### src/rtl/serial_fa_pkg.sv
// Shared definitions for the bit-serial adder/subtractor engine.
// State encoding, op encoding, fa_cell function selects and the majority helper.
package serial_fa_pkg;

   typedef enum logic [1:0] {
      ST_IDLE = 2'd0,
      ST_RUN  = 2'd1,
      ST_DONE = 2'd2
   } state_t;

   localparam logic OP_ADD = 1'b0;
   localparam logic OP_SUB = 1'b1;

   localparam logic SEL_SUM   = 1'b0;
   localparam logic SEL_CARRY = 1'b1;

   function automatic logic maj3(input logic x, input logic y, input logic z);
      return (x & y) | (x & z) | (y & z);
   endfunction

endpackage

### src/rtl/fa_cell.sv
// One-bit full-adder slice.
// sel chooses the output: the sum bit (parity) or the carry (majority).
module fa_cell
   import serial_fa_pkg::*;
(
   input  logic a,
   input  logic b,
   input  logic c,
   input  logic sel,
   output logic out
);

   assign out = (sel == SEL_CARRY) ? maj3(a, b, c) : (a ^ b ^ c);

endmodule

### src/rtl/serial_fa_engine.sv
// Bit-serial add/subtract engine: one bit per clock, LSB first, with
// valid/ready handshakes on both sides and registered flags.
//
// state   | meaning
// --------+------------------------------------------------------------
// IDLE    | in_ready high; waits for an operand set
// RUN     | processes one bit per cycle for WIDTH cycles
// DONE    | result held with out_valid high until out_ready
module serial_fa_engine
   import serial_fa_pkg::*;
#(
   parameter int WIDTH = 8
) (
   input  logic             clk,
   input  logic             rst_n,
   input  logic             in_valid,
   output logic             in_ready,
   input  logic             op,
   input  logic [WIDTH-1:0] a,
   input  logic [WIDTH-1:0] b,
   input  logic             cin,
   output logic             out_valid,
   input  logic             out_ready,
   output logic [WIDTH-1:0] sum,
   output logic             cout,
   output logic             ovf,
   output logic             zero
);

   localparam int CW = (WIDTH > 1) ? $clog2(WIDTH) : 1;
   localparam logic [CW-1:0] LAST_BIT = CW'(WIDTH - 1);

   state_t           state_q;
   state_t           state_d;

   logic [WIDTH-1:0] a_sh;
   logic [WIDTH-1:0] b_sh;
   logic [WIDTH-1:0] res_sh;
   logic [WIDTH-1:0] res_next;
   logic [CW-1:0]    cnt_q;
   logic             carry_q;

   logic [WIDTH-1:0] sum_q;
   logic             cout_q;
   logic             ovf_q;
   logic             zero_q;

   logic             s_bit;
   logic             c_next;
   logic             accept;
   logic             last_bit;
   logic             handoff;

   fa_cell u_sum_cell (
      .a   (a_sh[0]),
      .b   (b_sh[0]),
      .c   (carry_q),
      .sel (SEL_SUM),
      .out (s_bit)
   );

   fa_cell u_carry_cell (
      .a   (a_sh[0]),
      .b   (b_sh[0]),
      .c   (carry_q),
      .sel (SEL_CARRY),
      .out (c_next)
   );

   assign accept   = in_valid && (state_q == ST_IDLE);
   assign last_bit = (state_q == ST_RUN) && (cnt_q == LAST_BIT);
   assign handoff  = (state_q == ST_DONE) && out_ready;
   // New sum bit enters at the MSB so that after WIDTH shifts bit 0 sits at the LSB.
   assign res_next = {s_bit, res_sh[WIDTH-1:1]};

   always_ff @(posedge clk or negedge rst_n) begin
      if (!rst_n) begin
         state_q <= ST_IDLE;
      end else begin
         state_q <= state_d;
      end
   end

   always_comb begin
      state_d   = state_q;
      in_ready  = 1'b0;
      out_valid = 1'b0;
      case (state_q)
         ST_IDLE: begin
            in_ready = 1'b1;
            if (accept) begin
               state_d = ST_RUN;
            end
         end
         ST_RUN: begin
            if (last_bit) begin
               state_d = ST_DONE;
            end
         end
         ST_DONE: begin
            out_valid = 1'b1;
            if (handoff) begin
               state_d = ST_IDLE;
            end
         end
         default: begin
            state_d = ST_IDLE;
         end
      endcase
   end

   always_ff @(posedge clk or negedge rst_n) begin
      if (!rst_n) begin
         a_sh    <= '0;
         b_sh    <= '0;
         res_sh  <= '0;
         cnt_q   <= '0;
         carry_q <= 1'b0;
      end else if (accept) begin
         a_sh    <= a;
         // Subtraction is a + ~b + 1: invert b here and seed the carry with 1.
         b_sh    <= (op == OP_SUB) ? ~b : b;
         carry_q <= (op == OP_SUB) ? 1'b1 : cin;
         cnt_q   <= '0;
      end else if (state_q == ST_RUN) begin
         a_sh    <= a_sh >> 1;
         b_sh    <= b_sh >> 1;
         res_sh  <= res_next;
         carry_q <= c_next;
         cnt_q   <= cnt_q + CW'(1);
      end
   end

   // Visible result registers only change on entry to DONE, so they stay
   // steady while the next operation shifts through the datapath.
   always_ff @(posedge clk or negedge rst_n) begin
      if (!rst_n) begin
         sum_q  <= '0;
         cout_q <= 1'b0;
         ovf_q  <= 1'b0;
         zero_q <= 1'b0;
      end else if (last_bit) begin
         sum_q  <= res_next;
         cout_q <= c_next;
         ovf_q  <= carry_q ^ c_next;
         zero_q <= (res_next == '0);
      end
   end

   assign sum  = sum_q;
   assign cout = cout_q;
   assign ovf  = ovf_q;
   assign zero = zero_q;

endmodule

### config.mk
export PLATFORM = sky130hd
export DESIGN_NAME = serial_fa_engine
export DESIGN_NICKNAME = d
export VERILOG_FILES = /design/src/rtl/serial_fa_pkg.sv /design/src/rtl/fa_cell.sv /design/src/rtl/serial_fa_engine.sv
export SDC_FILE = /design/constraint.sdc
export NUM_CORES = 1
export LEC_CHECK = 0
export ABC_AREA = 1
export BUFFER_PORTS_ARGS = -buffer_cell sky130_fd_sc_hd__buf_4
export CORE_MARGIN = 4
export CORE_UTILIZATION = 37
export CTS_BUF_LIST = sky130_fd_sc_hd__clkbuf_4 sky130_fd_sc_hd__clkbuf_8
export DETAILED_ROUTE_END_ITERATION = 16
export GPL_ROUTABILITY_DRIVEN = 0
export GPL_TIMING_DRIVEN = 0
export PLACE_DENSITY = 0.67
export SKIP_CTS_REPAIR_TIMING = 1
export SYNTH_ARGS = -nofsm -noshare
export SYNTH_HDL_FRONTEND = slang
export SYNTH_SLANG_ARGS = --single-unit
### constraint.sdc
create_clock -name clk -period 1.9 [get_ports clk]
set_input_delay 0.38 -clock clk [delete_from_list [all_inputs] [get_ports clk]]
set_output_delay 0.38 -clock clk [all_outputs]
set_load 0.02 [all_outputs]
==> results.txt <==
CP Class = reg -> out
Sw power = 1.211 mW
Final hold vios = 0
Post-Synth Adder-Cell Area = 0.02505
Flops & latches, synth = 40
Combinational family with the most area after synthesis = simple AND/OR/NAND/NOR gates
FF-to-FF path depth = 5
Crit-path max cell delay = 0.45 ns
Fillers = 487
Root buf cell = clkbuf_8
Clock Path Buffers = 2
Fin crit share = 0.7457
Net Count, Synth = 245
Int Pwr = 2.049 mW
Largest net degree at the start of global routing = 41
Number of vias per cell = 4.433
Final net count = 285
Worst skew pair latency = 0.28 ns
Cells after Synth = 220
Largest cells by area after synthesis = dfrtp_1, nand2_1, nand3_1, o21ai_0, inv_1
Ratio of cells with drive above 1 in the final layout = 0.2069
P_leak = 1.210 nW
WL/cell = 10.42 um
Ports = 35
Post-DP HPWL = 2444 um
Worst endpoint required time = 1.52 ns
CP delay by family, top = flip-flops
Final cell count without fillers = 328
MaxCap Viol Count = 0
Post-DRT Antenna Nets = 0
Yosys warning total = 0
DR iter-0 viols = 66
Clock Power Share = 0.183
Synth top area share = 0.5567
WL final = 3417 um
Final setup fails = 0
F_max = 0.7058 GHz
Worst-path cell chain = nor2_2, buf_4
Commonest non-fill, non-tap cell in the layout = nand2_1
Storage element area = 0.001001 mm^2
Outcome = complete, no violations
Total track usage = 0.1291
Die height = 77.71 um
Worst hold path class = in -> async
Flop pwr share = 0.432
Unique masters post-synth = 20
Crit path capture type = output pin
PortBufs = 33
Synth Area in Compound Gates = 0.04593
Chip width = 77.71 um
Maximum VDD drop = 0.4970 mV
Crit path time final = 1.417 ns
Max H-tree Level = 2
Worst Path Arrival = 1.04 ns
Average cell area after synthesis = 8.173 um^2
R2r endpoint = state_q[1]
Initial antenna violation count = 0
PD cells = 1463 mW/mm^2
Commonest non-fill, non-tap cells in the layout = nand2_1, dfrtp_1, buf_4, nand3_1, inv_1
Worst r2r src = cnt_q[0]
Slew margin rel. = 0.6723
CP max FO = 6
Post-synthesis mux area share = 0
Core Footprint = 0.004723 mm^2
Setup crit start kind = register
Xor/xnor share of the synthesized area = 0.009743
CTS tree = built
Slowest CP cell = dfrtp_1
Initial Util = 0.3807
Fin Setup TNS = 0 ns
Fraction of the yosys area taken by sequential cells = 0.5567
Area of the multi-input gates = 688.2 um^2
Simple-gate portion of the synthesized area = 0.3020
Launch point of the worst path = state_q[0]
Net Sw Frac = 0.3715
Residual DRC = 0
RSZ-0062 raised after global routing = no
Area growth, synth to finish = 23.87%
Vias in the first global route = 1339
Die Footprint = 0.006039 mm^2
Via count = 1454
Post-DP Area = 0.002130 mm^2
FP Rows = 25
Logic gate share of total power = 0.386
Worst slew pin tran = 0.4915 ns
Global-route wire length before repair = 6106 um
CTS Sinks = 40
Placed Instances = 320
Skew final = 0.001762 ns
Synthesized area = 0.001798 mm^2
Total congestion overflow = 0
Buf/Inv on CP = 1
CTS buffer count = 5
Synth area leader = dfrtp_1
R2r setup slk = 0.51 ns
Clock Pin Slew Worst Setup and Hold Paths = 0.07 ns
Final Cell Area = 0.002227 mm^2
Diodes inserted = 0
Final Max Tran Viols = 0
Initial DRT Pass Iterations = 4
## metal layers
layer  GRT usage  part of all wire  vias to the layer above
met5           0                 0                        -
met1      0.1692              0.46                      644
met3     0.03596             0.065                        6
met2      0.1978              0.46                       43
met4     0.05872             0.020                        0
li1            -                 -                      761
## metrics by stage
stage | power, mW | setup WS, ns | utilization | hold WS (ns)
2_1_floorplan | 2.263 | 0.6122 | - | 0.08441
3_3_place_gp | 2.673 | 0.5071 | 0.4509 | 0.3858
3_5_place_dp | 2.703 | 0.5175 | 0.4509 | 0.3866
4_1_cts | 3.309 | 0.4719 | 0.4715 | 0.07262
5_1_grt | 3.573 | 0.3807 | 0.4715 | 0.08713
6_report | 3.259 | 0.4832 | 0.4715 | 0.05988
## cells in the mapped netlist (all sizes together)
cell type and instances:
xnor2 2, o31ai 1, a21oi 1, fa 1
buf 7, inv 16, or2 1, o21ai 14
ha 2, dfrtp 40, nand2 112, nor2 7
nand3 16
## registers in the layout (all words and copies together) (netlist names)
| name | flops |
|---|---|
| res_sh | 7 |
| sum | 8 |
| a_sh | 8 |
| carry_q | 1 |
| zero | 1 |
| state_q | 2 |
| cnt_q | 3 |
| ovf | 1 |
| cout | 1 |
| b_sh | 8 |
## cells by family after synthesis
logic type	count (synthesis)
fa+ha+maj	3
compound gates	16
flops	40
simple gates	136
xor+xnor	2
buf+inv	23
## power groups by stage
stage / combinational, mW / sequential (mW) / clock [mW]
after global routing: 1.46 / 1.46 / 0.652
after CTS: 1.28 / 1.41 / 0.615
final: 1.26 / 1.41 / 0.596
after floorplan: 0.747 / 1.52 / 0
after detailed placement: 1.28 / 1.42 / 0
after global placement: 1.26 / 1.42 / 0
## how the worst max path moves through the flow
stage	to	slack, ns	depth (start not counted)
final	in_ready	0.48	2
after global routing	out_valid	0.38	3
after global placement	state_q[1]	0.51	5
after floorplan	zero	0.61	6
after detailed placement	zero	0.52	6
after CTS	in_ready	0.47	2
## layout make-up
class,count,share of cell area
Inverter,16,0.02697
Tap cell,67,0.03764
Multi-Input combinational cell,157,0.3090
Timing Repair Buffer,33,0.1112
Buffer,7,0.02191
Sequential cell,40,0.4494
Clock buffer,8,0.04382
Power figures use the tool's default switching activity.
